<file path="src/rtl/salamander_pkg.sv">
// ============================================================================
// Module      : salamander_pkg
// Description : Shared widths and fetch state encoding for the fetch front end.
// Revision    : 1.0 - initial release
// ============================================================================
`default_nettype none

package salamander_pkg;

    localparam int c_ADDR_W  = 5;
    localparam int c_INSTR_W = 6;
    localparam int c_DEPTH   = 2;

    typedef enum logic [1:0] {
        RUN    = 2'd0,
        HALTED = 2'd1,
        FLUSH  = 2'd2
    } fetch_state_t;

    // Pointer width that stays legal for a single-entry buffer.
    function automatic int ptr_w(input int depth);
        return (depth > 1) ? $clog2(depth) : 1;
    endfunction

endpackage

`default_nettype wire

</file>
<file path="src/rtl/fetch_fifo.sv">
// ============================================================================
// Module      : fetch_fifo
// Description : Small prefetch buffer with push, pop, flush and occupancy out.
// Revision    : 1.0 - initial release
// ============================================================================
`default_nettype none

module fetch_fifo
    import salamander_pkg::*;
#(
    parameter int DEPTH = c_DEPTH,
    parameter int WIDTH = c_INSTR_W + c_ADDR_W,
    parameter int CNT_W = $clog2(DEPTH + 1)
) (
    input  logic             clk,
    input  logic             rst,
    input  logic             push,
    input  logic [WIDTH-1:0] push_data,
    input  logic             pop,
    input  logic             flush,
    output logic [WIDTH-1:0] head_data,
    output logic [CNT_W-1:0] count
);

    localparam int PTR_W = ptr_w(DEPTH);

    logic [WIDTH-1:0] r_mem [DEPTH];
    logic [PTR_W-1:0] r_wr_ptr;
    logic [PTR_W-1:0] r_rd_ptr;
    logic [CNT_W-1:0] r_count;

    logic w_full;
    logic w_empty;
    logic w_do_push;
    logic w_do_pop;

    // Pointers wrap at DEPTH so non-power-of-two depths work.
    function automatic logic [PTR_W-1:0] next_ptr(input logic [PTR_W-1:0] p);
        return (p == PTR_W'(DEPTH - 1)) ? '0 : p + PTR_W'(1);
    endfunction

    assign w_full    = (r_count == CNT_W'(DEPTH));
    assign w_empty   = (r_count == '0);
    assign w_do_pop  = pop & ~w_empty;
    assign w_do_push = push & (~w_full | w_do_pop);

    always_ff @(posedge clk) begin
        for (int i = 0; i < DEPTH; i++) begin
            if (rst) begin
                r_mem[i] <= '0;
            end else if (w_do_push && (r_wr_ptr == PTR_W'(i))) begin
                r_mem[i] <= push_data;
            end
        end
    end

    always_ff @(posedge clk) begin
        if (rst || flush) begin
            r_wr_ptr <= '0;
            r_rd_ptr <= '0;
            r_count  <= '0;
        end else begin
            if (w_do_push) begin
                r_wr_ptr <= next_ptr(r_wr_ptr);
            end
            if (w_do_pop) begin
                r_rd_ptr <= next_ptr(r_rd_ptr);
            end
            case ({w_do_push, w_do_pop})
                2'b10:   r_count <= r_count + CNT_W'(1);
                2'b01:   r_count <= r_count - CNT_W'(1);
                default: r_count <= r_count;
            endcase
        end
    end

    assign head_data = r_mem[r_rd_ptr];
    assign count     = r_count;

endmodule

`default_nettype wire

</file>
<file path="src/rtl/instr_fetch_unit.sv">
// ============================================================================
// Module      : instr_fetch_unit
// Description : Prefetching instruction fetch with redirect, halt and buffer.
// Revision    : 1.0 - initial release
// ============================================================================
`default_nettype none

module instr_fetch_unit
    import salamander_pkg::*;
#(
    parameter int ADDR_W  = c_ADDR_W,
    parameter int INSTR_W = c_INSTR_W,
    parameter int DEPTH   = c_DEPTH
) (
    input  logic               clk,
    input  logic               rst,
    output logic               imem_rd_en,
    output logic [ADDR_W-1:0]  imem_addr,
    input  logic [INSTR_W-1:0] imem_rdata,
    output logic               dec_valid,
    input  logic               dec_ready,
    output logic [INSTR_W-1:0] dec_instr,
    output logic [ADDR_W-1:0]  dec_pc,
    input  logic               redirect_valid,
    input  logic [ADDR_W-1:0]  redirect_addr,
    input  logic               halt
);

    localparam int CNT_W = $clog2(DEPTH + 1);
    localparam int OCC_W = CNT_W + 1;
    localparam int ENT_W = INSTR_W + ADDR_W;

    fetch_state_t r_state;
    fetch_state_t w_state_next;

    logic [ADDR_W-1:0] r_pc;
    logic [ADDR_W-1:0] r_rd_pc;
    logic              r_inflight;

    logic [CNT_W-1:0]  w_count;
    logic [OCC_W-1:0]  w_occ_next;
    logic [ENT_W-1:0]  w_head;
    logic              w_pop;
    logic              w_push;
    logic              w_rd_en;
    logic              w_fetch_state;

    always_comb begin
        w_state_next = r_state;
        if (redirect_valid) begin
            w_state_next = FLUSH;
        end else begin
            case (r_state)
                RUN:     w_state_next = halt ? HALTED : RUN;
                HALTED:  w_state_next = halt ? HALTED : RUN;
                FLUSH:   w_state_next = halt ? HALTED : RUN;
                default: w_state_next = RUN;
            endcase
        end
    end

    always_ff @(posedge clk) begin
        if (rst) begin
            r_state <= RUN;
        end else begin
            r_state <= w_state_next;
        end
    end

    assign dec_valid = (w_count != '0) & ~rst;
    assign w_pop     = dec_valid & dec_ready;

    // Occupancy the buffer will reach once the outstanding read lands.
    assign w_occ_next = OCC_W'(w_count) + OCC_W'(r_inflight) - OCC_W'(w_pop);

    // FLUSH also fetches so the redirect target is read in the cycle after it.
    assign w_fetch_state = (r_state == RUN) || (r_state == FLUSH);
    assign w_rd_en = ~rst & ~halt & ~redirect_valid & w_fetch_state
                   & (w_occ_next < OCC_W'(DEPTH));

    assign imem_rd_en = w_rd_en;
    assign imem_addr  = r_pc;

    always_ff @(posedge clk) begin
        if (rst) begin
            r_pc       <= '0;
            r_rd_pc    <= '0;
            r_inflight <= 1'b0;
        end else begin
            r_inflight <= w_rd_en;
            if (w_rd_en) begin
                r_rd_pc <= r_pc;
            end
            if (redirect_valid) begin
                r_pc <= redirect_addr;
            end else if (w_rd_en) begin
                r_pc <= r_pc + ADDR_W'(1);
            end
        end
    end

    // A redirect squashes the response arriving on the same edge.
    assign w_push = r_inflight & ~redirect_valid;

    fetch_fifo #(
        .DEPTH (DEPTH),
        .WIDTH (ENT_W),
        .CNT_W (CNT_W)
    ) u_fifo (
        .clk       (clk),
        .rst       (rst),
        .push      (w_push),
        .push_data ({imem_rdata, r_rd_pc}),
        .pop       (w_pop & ~redirect_valid),
        .flush     (redirect_valid),
        .head_data (w_head),
        .count     (w_count)
    );

    assign dec_instr = w_head[ENT_W-1 -: INSTR_W];
    assign dec_pc    = w_head[ADDR_W-1:0];

endmodule

`default_nettype wire
</file>
<file path="config.mk">
export PLATFORM = sky130hd
export DESIGN_NAME = instr_fetch_unit
export DESIGN_NICKNAME = d
export VERILOG_FILES = /design/src/rtl/salamander_pkg.sv /design/src/rtl/fetch_fifo.sv /design/src/rtl/instr_fetch_unit.sv
export SDC_FILE = /design/constraint.sdc
export NUM_CORES = 1
export LEC_CHECK = 0
export BUFFER_PORTS_ARGS = -buffer_cell sky130_fd_sc_hd__buf_2
export CAP_MARGIN = 20
export CORE_ASPECT_RATIO = 1.75
export CORE_MARGIN = 2
export CORE_UTILIZATION = 40
export CTS_CLUSTER_DIAMETER = 150
export DETAILED_ROUTE_END_ITERATION = 10
export GPL_TIMING_DRIVEN = 0
export PLACE_DENSITY = 0.7
export SLEW_MARGIN = 20
export SYNTH_ARGS = -nofsm -noshare
export SYNTH_HDL_FRONTEND = slang
export SYNTH_HIERARCHICAL = 1
export SYNTH_SLANG_ARGS = --single-unit
</file>
<file path="constraint.sdc">
create_clock -name clk -period 5.2 [get_ports clk]
set_input_delay 0.52 -clock clk [delete_from_list [all_inputs] [get_ports clk]]
set_output_delay 0.52 -clock clk [all_outputs]
set_load 0.02 [all_outputs]
</file>
==> reports/metrics.cfg, run 1 <==
[run_status]
outcome = completed

[drt]
avgRoutedWirePerCell_um = 13.2
wirelength_mm = 3.57
wl_met2_mm = 1.93
drc = 0
wl_met1_mm = 1.30
highest_layer = met4
vias_per_cell = 5.33
dr.pass1.iters = 4
ant_nets = 0
vias = 1444
drt_iter0_markers = 53
met3_length_um = 167

[power_and_ir_drop]
power_leakage_nw = 0.848
peakVddDrop_mv = 0.162
power_density_mw_per_mm2 = 274

[timing]
slew_violations = 0
fin_skew_ns = 0.00624
setup_viol = 0
hold_viol = 0
fin_crit_ns = 3.65
slew-limit-headroom_pct = 56.7
clock.fmax_mhz = 274
tns_ns = 0
min_period_over_period_pct = 70.2
setup_slack_ns = 1.55
rsz0062_at_grt = false
worst_pin_slew_ns = 0.645

[yosys]
ys_seq_area_share_pct = 53.4
yosys-top-cells-area = edfxtp_1, dfxtp_1, mux2_2, nor2_1, nand2b_1
synth-seq-cells = 40
synth_top_area_share_pct = 34.6
netlist_area_mm2 = 0.00191
synth_cells = 178
synth_edf_count = 22
yosys_warnings = 6
synth_flop_cell = edfxtp_1
synth_cell_types = 44
async_flop_share_pct = 0
synth_top_area_cell = edfxtp_1
synth_most_common_cell = nor2_1
ys_top_cells_by_count = nor2_1, edfxtp_1, dfxtp_1
synth_area_per_cell_um2 = 10.7
syn-num-nets = 197

[worst_setup_path]
critPathRequiredTime_ns = 4.68
cp.arrival_ns = 3.13
cp_cell_sequence = nor2_1 -> nor2_1 -> and2_1 -> ha_1 -> nand2b_1 -> fa_1 -> xnor2_1 -> nand3_1 -> nor3_1 -> buf_2
worstRegToRegCells = 9
critPathKind = flip-flop to primary output
slowest_delay_ns = 0.57
critPathCaptureType = primary output
worstReg2RegStart = u_fifo/count[1]
crit_fanout = 11
reg2reg_slack_ns = 2.28
crit_top_cell = nor2_1
reg2reg_to = imem_addr[3]
start_kind = flip-flop
crit_slowest_cell = dfxtp_1

[placement]
io_buffer_count = 33
place_hpwl_mm = 2.76
post-place-ws_ns = 1.80
place_congestion = 0.779

[cts]
cts_setup_buffers = 0
htree_levels = 2
ctsHoldBuffers = 0
cts_buffers = 5
clock_latency_ns = 0.29
cts_resized = 0
tritoncts = built
clockRootBuffer = clkbuf_8
clockBufferDepth = 2
clk_pin_slew_worst_paths_ns = 0.08
cts_sinks = 40

[layout]
drive_above_1_share_pct = 26.9
final_nets = 237
n_antenna_cell = 0
area_growth_pct = 16.6

[grt]
grt_pass1_vias = 1407
grt_pass1_wl_mm = 6.11
antenna_found_initial = 0
grt_max_degree = 14
grt_overflow = 0
grt_use_total_pct = 14.7

[floorplan]
start_util_pct = 41.3
io_pins = 34
fp-row-count = 33
coreArea_mm2 = 0.00462
die_h_um = 95.5
die_w_um = 56.3
die_area_mm2 = 0.00537

[hold_path]
worstHoldPathCells = 1
hp-class = flip-flop to flip-flop
worstHoldStart = r_state[1]
holdPathEnd = r_state[0]

[run]
drv_cap = 0

-- cell families (layout without fill, tap and decap cells) --
logic type,Yosys count,in the layout,share of synthesized area [%]
compound gates,29,29,10.4
buf+inv,12,53,3.08
simple gates,78,78,21.9
fa+ha+maj,3,3,2.36
mux,12,12,7.00
flops,40,40,53.4
xor+xnor,4,4,1.83
-- how the worst max path moves through the flow --
stage	slack, ns	to	from	cells past startpoint
final	1.55	imem_rd_en	u_fifo/count[1]	10
after global routing	1.24	imem_rd_en	u_fifo/count[1]	10
after CTS	1.51	imem_rd_en	u_fifo/count[1]	10
after detailed placement	1.80	imem_rd_en	rst	10
after global placement	1.82	imem_rd_en	rst	10
after floorplan	1.77	imem_rd_en	u_fifo/count[1]	9
-- per-stage QoR --
stage               area, um^2  std cells  power, mW  hold WS [ns]  util [%]
floorplan                 1910        178      0.399         0.381         -
finish                    2230        271      0.611         0.414      48.2
detailed placement        2140        263      0.422         0.399      46.3
global route              2230        271      0.640         0.440      48.2
CTS                       2230        271      0.618         0.411      48.2
global placement          2140        263      0.421         0.400      46.3
-- flip-flops by register name, summed over array words and instances, names as in the netlist, named ones only --
register	flops
u_fifo/r_mem	22
imem_addr	5
r_rd_pc	5
r_state	2
u_fifo/count	2
r_inflight	1
u_fifo/r_rd_ptr	1
u_fifo/r_wr_ptr	1
-- final cells by class --
| class | instances | area, um^2 |
|---|---|---|
| Buffer | 8 | 43.8 |
| Inverter | 4 | 15.0 |
| Clock inverter | 3 | 18.8 |
| Timing Repair Buffer | 33 | 165 |
| Tap cell | 52 | 65.1 |
| Multi-Input combinational cell | 126 | 832 |
| Clock buffer | 5 | 68.8 |
| Fill cell | 445 | 2390 |
| Sequential cell | 40 | 1020 |
-- worst max-delay path, delay by kind of cell (launching register included) --
kind | cells | cell delay [ns]
flip-flops | 1 | 0.57
adder cells (fa/ha/maj) | 2 | 0.63
AND/OR/NAND/NOR | 6 | 0.91
XOR/XNOR | 1 | 0.55
buffers and inverters | 1 | 0.19
-- placed cells by master, fill, tap and decap left out, types with 2 or more instances in the layout --
cell type   n
buf_2      35
nor2_1     30
edfxtp_1   22
dfxtp_1    18
nand2b_1   15
mux2_2     11
nand3_1     9
a21oi_1     8
o21ai_0     7
clkbuf_8    5
nor3_1      4
inv_1       4
nor2b_1     4
nand2_1     4
xor2_1      3
clkbuf_1    3
or4b_1      2
nand4bb_1   2
or4_1       2
a311oi_1    2
ha_1        2
clkinv_2    2
-- where the power goes --
part / switching (mW) / leakage (nW) / internal [mW]
clock: 0.104 / 0.0479 / 0.0933
sequential: 0.00682 / 0.375 / 0.345
combinational: 0.0372 / 0.426 / 0.0253
-- layer usage --
layer | global-route usage, % | vias to the layer above
met5 | 0 | -
met4 | 11.3 | 0
met3 | 2.99 | 14
met2 | 26.5 | 53
met1 | 14.6 | 649
li1 | - | 728
No activity file was read; power rests on OpenSTA's default activity.
==> run 2: changes to the inputs <==
PLACE_DENSITY = 0.73   (was 0.7)
clock period = 3.35 ns   (was 5.2 ns; I/O delays follow)
==> run 2 against run 1 <==
Non-clock buffer count did not move. Clock power rose by 100%. Flip-flop and latch count stayed put. Sequential share of layout area shrank 0.70 points. Cell count is the same. Clock skew about the same. Critical path type unchanged. Largest cell class unchanged. Cell area grew 1.7%. Register-to-register slack worse by 1.7 ns. Critical endpoint unchanged. Die area is the same.
==> reports/metrics.cfg, run 2 (synthesis gave the netlist of run 1 again) <==
[placement]
dpl_cell_area_mm2 = 0.00214  ; unchanged
place_congestion = 0.784  ; was 0.779
io_buffer_count = 33  ; unchanged
post-place-ws_ns = 0.170  ; was 1.80 ns
place_hpwl_mm = 2.71  ; was 2.76 mm
dp.cells = 263  ; unchanged

[layout]
area_growth_pct = 18.6  ; was 16.6%
regMostFlops = u_fifo/r_mem  ; unchanged
largest_reg_flops = 22  ; unchanged
n_antenna_cell = 0  ; unchanged
nFillCells = 435  ; was 445
drive_above_1_share_pct = 27.4  ; was 26.9%
final_nets = 237  ; unchanged
final_area_mm2 = 0.00227  ; was 0.00223 mm^2
utilization_pct = 49.0  ; was 48.2%
fin_cells = 271  ; unchanged
final_cell_mix = buf_2, nor2_1, edfxtp_1  ; unchanged
mostFrequentLayoutCell = buf_2  ; unchanged

[power_and_ir_drop]
power_leakage_nw = 0.861  ; was 0.848 nW
power_density_mw_per_mm2 = 460  ; was 274 mW/mm^2
peakVddDrop_mv = 0.346  ; was 0.162 mV
power_mw = 1.04  ; was 611 uW

[timing]
whs_ns = 0.259  ; was 0.414 ns
slew_violations = 0  ; unchanged
worst_pin_slew_ns = 0.539  ; was 0.645 ns
setup_slack_ns = 0.182  ; was 1.55 ns
fin_skew_ns = 0.00651  ; was 0.00624 ns
clock.fmax_mhz = 316
slew-limit-headroom_pct = 64.1  ; was 56.7%
rsz0062_at_grt = false  ; unchanged
min_period_over_period_pct = 94.6
tns_ns = 0  ; unchanged
hold_viol = 0  ; unchanged
fin_crit_ns = 3.17
setup_viol = 0  ; unchanged

[drt]
vias = 1451  ; was 1,444
drc = 0  ; unchanged
ant_nets = 0  ; unchanged
dr.pass1.iters = 4  ; unchanged
drt_iter0_markers = 36  ; was 53
avgRoutedWirePerCell_um = 13.2  ; about the same
wirelength_mm = 3.57  ; about the same
vias_per_cell = 5.35  ; was 5.33

[floorplan]
io_pins = 34  ; unchanged
die_w_um = 56.3  ; unchanged
die_h_um = 95.5  ; unchanged
start_util_pct = 41.3  ; unchanged
fp-row-count = 33  ; unchanged
coreArea_mm2 = 0.00462  ; unchanged
die_area_mm2 = 0.00537  ; unchanged

[worst_setup_path]
cp.arrival_ns = 2.83  ; was 3.13 ns
cp_cell_sequence = nor2_1 -> nor2_1 -> and2_1 -> ha_1 -> nand2b_1 -> fa_1 -> xnor2_2 -> nand3_1 -> nor3_1 -> buf_2  ; was nor2_1 -> nor2_1 -> and2_1 -> ha_1 -> nand2b_1 -> fa_1 -> xnor2_1 -> nand3_1 -> nor3_1 -> buf_2
cp_num_buf_inv = 1  ; unchanged
reg2reg_slack_ns = 0.57  ; was 2.28 ns
critPathCaptureType = primary output  ; unchanged
crit_family = simple AND/OR/NAND/NOR gates  ; unchanged
start_kind = flip-flop  ; unchanged
critPathRequiredTime_ns = 3.01  ; was 4.68 ns
crit_slowest_cell = dfxtp_2  ; was dfxtp_1
crit_top_cell = nor2_1  ; unchanged
crit_fanout = 11  ; unchanged
slowest_delay_ns = 0.48  ; was 0.57 ns
critPathKind = flip-flop to primary output  ; unchanged

[grt]
grt_max_degree = 13  ; was 14
grt_overflow = 0  ; unchanged
grt_pass1_wl_mm = 5.69  ; was 6.11 mm
antenna_found_initial = 0  ; unchanged
grt_use_total_pct = 13.9  ; was 14.7%
grt_pass1_vias = 1354  ; was 1,407

[cts]
clockBufferDepth = 2  ; unchanged
cts_buffers = 5  ; unchanged
ctsHoldBuffers = 0  ; unchanged
cts_setup_buffers = 0  ; unchanged
tritoncts = built  ; unchanged
clockRootBuffer = clkbuf_8  ; unchanged
htree_levels = 2  ; unchanged
clk_pin_slew_worst_paths_ns = 0.08  ; about the same
clock_latency_ns = 0.29  ; about the same
cts_sinks = 40  ; unchanged

[run_status]
outcome = completed  ; unchanged

[run]
drv_cap = 0  ; unchanged

[hold_path]
hp-class = primary input to flip-flop  ; was flip-flop to flip-flop

run 2: worst paths after layout:
check,cells after the start,startpoint,to
min reg2reg,1,r_state[1],r_state[0]
max reg2reg,9,u_fifo/count[1],r_rd_pc[0]
max,10,u_fifo/count[1],imem_rd_en
min,3,redirect_addr[4],imem_addr[4]
run 2: worst register-to-register path, cell delays in order (launching register included):
cell,delay (ns)
dfxtp_2,0.48
nor2_1,0.07
nor2_1,0.14
and2_1,0.15
ha_1,0.21
nand2b_1,0.15
fa_1,0.63
or4b_1,0.56
o21ai_0,0.19
a21oi_1,0.08
run 2: layout make-up:
cell class | instances | area [um^2] | share of cell area, %
Buffer | 8 | 43.8 | 1.93
Clock buffer | 6 | 82.6 | 3.64
Clock inverter | 2 | 33.8 | 1.49
Inverter | 4 | 15.0 | 0.662
Multi-Input combinational cell | 126 | 840 | 37.0
Sequential cell | 40 | 1020 | 45.1
Tap cell | 52 | 65.1 | 2.87
Timing Repair Buffer | 33 | 165 | 7.28
run 2: repair_timing:
action,CTS,global route
gates resized for setup,1,1
setup endpoints to repair,1,1
cloned,0,0
run 2: layer usage:
metal,part of all wire (%),global-route usage (%),vias up
met5,0,0,-
met4,3.6,9.72,0
met3,3.6,2.58,12
met2,57,27.8,35
met1,36,11.7,676
li1,-,-,728
run 2: power by group:
group / internal [mW] / switching, mW / leakage [nW]
Sequential: 0.536 / 0.0109 / 0.375
Clock: 0.240 / 0.161 / 0.0588
Combinational: 0.0391 / 0.0572 / 0.426
Total: 0.814 / 0.229 / 0.861
==> run 3: changes to the inputs <==
CORE_ASPECT_RATIO = not set   (was 1.75)
==> run 3 against run 2 <==
Count of clock-buffer cells in the layout stayed put. Die area is 0.40% lower. Clock power is 17% higher. Largest power group unchanged. Combinational power is 0.7% higher. Cell area is 1.5% higher. Utilization is 0.34 points higher. Flip-flop and latch count stayed put. Cell count is 0.74% higher. Sequential power hardly changed. Critical path depth stayed put.
==> reports/metrics.cfg, run 3 (synthesis gave the netlist of run 1 again) <==
[placement]
dp.cells = 265  ; was 263
place_congestion = 0.881  ; was 0.784
io_buffer_count = 33  ; unchanged
place_hpwl_mm = 2.58  ; was 2.71 mm

[drt]
drc = 0  ; unchanged
wirelength_mm = 3.73  ; was 3.57 mm
vias_per_cell = 5.23  ; was 5.35
vias = 1429  ; was 1,451
avgRoutedWirePerCell_um = 13.7  ; was 13.2 um
drt_iter0_markers = 113  ; was 36
dr.pass1.iters = 4  ; unchanged
ant_nets = 0  ; unchanged

[cts]
cts_setup_buffers = 0  ; unchanged
htree_levels = 2  ; unchanged
clock_latency_ns = 0.30  ; was 0.29 ns
clockRootBuffer = clkbuf_8  ; unchanged
cts_buffers = 5  ; unchanged
clockBufferDepth = 2  ; unchanged
ctsHoldBuffers = 0  ; unchanged
cts_sinks = 40  ; unchanged
tritoncts = built  ; unchanged
clk_pin_slew_worst_paths_ns = 0.07  ; was 0.08 ns

[grt]
grt_max_degree = 14  ; was 13
grt_pass1_vias = 1316  ; was 1,354
grt_use_total_pct = 15.1  ; was 13.9%
antenna_found_initial = 0  ; unchanged
grt_pass1_wl_mm = 6.04  ; was 5.69 mm
grt_overflow = 0  ; unchanged

[run]
drv_cap = 0  ; unchanged

[layout]
fin_cells = 273  ; was 271
multi_input_area_um2 = 851  ; was 840 um^2
regArea_mm2 = 0.00103  ; was 0.00102 mm^2
largest_reg_flops = 22  ; unchanged
drive_above_1_share_pct = 27.9  ; was 27.4%
area_growth_pct = 20.4  ; was 18.6%
regMostFlops = u_fifo/r_mem  ; unchanged
n_antenna_cell = 0  ; unchanged
nFillCells = 437  ; was 435
final_nets = 237  ; unchanged
final_cell_mix = buf_2, nor2_1, edfxtp_1  ; unchanged
mostFrequentLayoutCell = buf_2  ; unchanged

[power_and_ir_drop]
power_mw = 1.11  ; was 1.04 mW
peakVddDrop_mv = 0.246  ; was 0.346 mV
power_density_mw_per_mm2 = 483  ; was 460 mW/mm^2
power_leakage_nw = 0.870  ; was 0.861 nW

[timing]
fin_crit_ns = 3.06  ; was 3.17 ns
clock.fmax_mhz = 327  ; was 316 MHz
slew-limit-headroom_pct = 60.7  ; was 64.1%
tns_ns = 0  ; unchanged
min_period_over_period_pct = 91.4  ; was 94.6%
setup_viol = 0  ; unchanged
slew_violations = 0  ; unchanged
worst_pin_slew_ns = 0.589  ; was 0.539 ns
hold_viol = 0  ; unchanged
rsz0062_at_grt = false  ; unchanged
fin_skew_ns = 0.00314  ; was 0.00651 ns

[worst_setup_path]
start_kind = flip-flop  ; unchanged
slowest_delay_ns = 0.47  ; was 0.48 ns
crit_slowest_cell = fa_1  ; was dfxtp_2
critPathRequiredTime_ns = 3.01  ; about the same
cp_cell_sequence = nor2_1 -> nor2_1 -> and2_1 -> ha_1 -> nand2b_1 -> fa_1 -> xnor2_4 -> nand3_1 -> nor3_1 -> buf_2  ; was nor2_1 -> nor2_1 -> and2_1 -> ha_1 -> nand2b_1 -> fa_1 -> xnor2_2 -> nand3_1 -> nor3_1 -> buf_2
crit_fanout = 11  ; unchanged
critPathCapture = imem_rd_en  ; unchanged
cp.arrival_ns = 2.73  ; was 2.83 ns
startpoint = u_fifo/count[1]  ; unchanged
crit_top_cell = nor2_1  ; unchanged
reg2reg_to = imem_addr[2]  ; was r_rd_pc[0]
worstReg2RegStart = u_fifo/count[1]  ; unchanged
critPathKind = flip-flop to primary output  ; unchanged
reg2reg_slack_ns = 0.58  ; was 0.57 ns
worstRegToRegCells = 10  ; was 9
critPathCaptureType = primary output  ; unchanged

[floorplan]
io_pins = 34  ; unchanged
die_area_mm2 = 0.00535  ; was 0.00537 mm^2
coreArea_mm2 = 0.00466  ; was 0.00462 mm^2
die_w_um = 73.1  ; was 56.3 um
fp-row-count = 25  ; was 33
die_h_um = 73.1  ; was 95.5 um
start_util_pct = 41.0  ; was 41.3%

[hold_path]
worstHoldStart = redirect_addr[4]  ; unchanged
hp-class = primary input to flip-flop  ; unchanged

[run_status]
outcome = completed  ; unchanged

==> run 3: final cells by class <==
class | instances | share of cell area (%)
Sequential cell | 40 | 44.6
Multi-Input combinational cell | 126 | 37.0
Timing Repair Buffer | 33 | 7.18
Clock buffer | 6 | 3.15
Tap cell | 54 | 2.94
Clock inverter | 2 | 2.61
Buffer | 8 | 1.90
Inverter | 4 | 0.653
==> run 3: what timing repair did <==
item,4_1_cts,5_1_grt
endpoints found under the setup margin,1,1
pin swaps,0,0
gates resized for setup,1,4
==> run 3: critical path, delay by kind of cell (launching register included) <==
family | cells | cell delay (ns)
DFF | 1 | 0.44
adders and majority gates | 2 | 0.69
xor gates and xnor gates | 1 | 0.27
buffers and inverters | 1 | 0.19
and+or+nand+nor | 6 | 0.84
==> run 3: through the flow <==
step / hold slack [ns] / util (%) / cell area [um^2] / setup WS (ns)
after floorplan: 0.381 / - / 1910 / 0.102
after global placement: 0.391 / 46.0 / 2140 / 0.204
after detailed placement: 0.395 / 46.0 / 2140 / 0.182
after CTS: 0.250 / 49.0 / 2280 / 0.0259
after global routing: 0.273 / 49.4 / 2300 / 0.0647
final: 0.262 / 49.4 / 2300 / 0.288
==> run 3: worst min-delay path by stage <==
stage | end | slack (ns) | cells past startpoint
after floorplan | r_state[0] | 0.38 | 1
after global placement | r_state[0] | 0.39 | 1
after detailed placement | r_state[0] | 0.40 | 1
after CTS | imem_addr[4] | 0.25 | 3
after global routing | imem_addr[4] | 0.27 | 3
final | imem_addr[4] | 0.26 | 3
==> run 3: where the power goes <==
part / internal, mW / total, mW / switching [mW]
clock network: 0.298 / 0.468 / 0.170
logic: 0.0392 / 0.0970 / 0.0578
registers: 0.535 / 0.545 / 0.0107
==> run 3: layer usage <==
layer / global-route usage [%] / wire length (um)
met5: 0 / 0
met4: 6.79 / 61
met3: 4.28 / 198
met2: 24.7 / 1780
met1: 18.5 / 1690
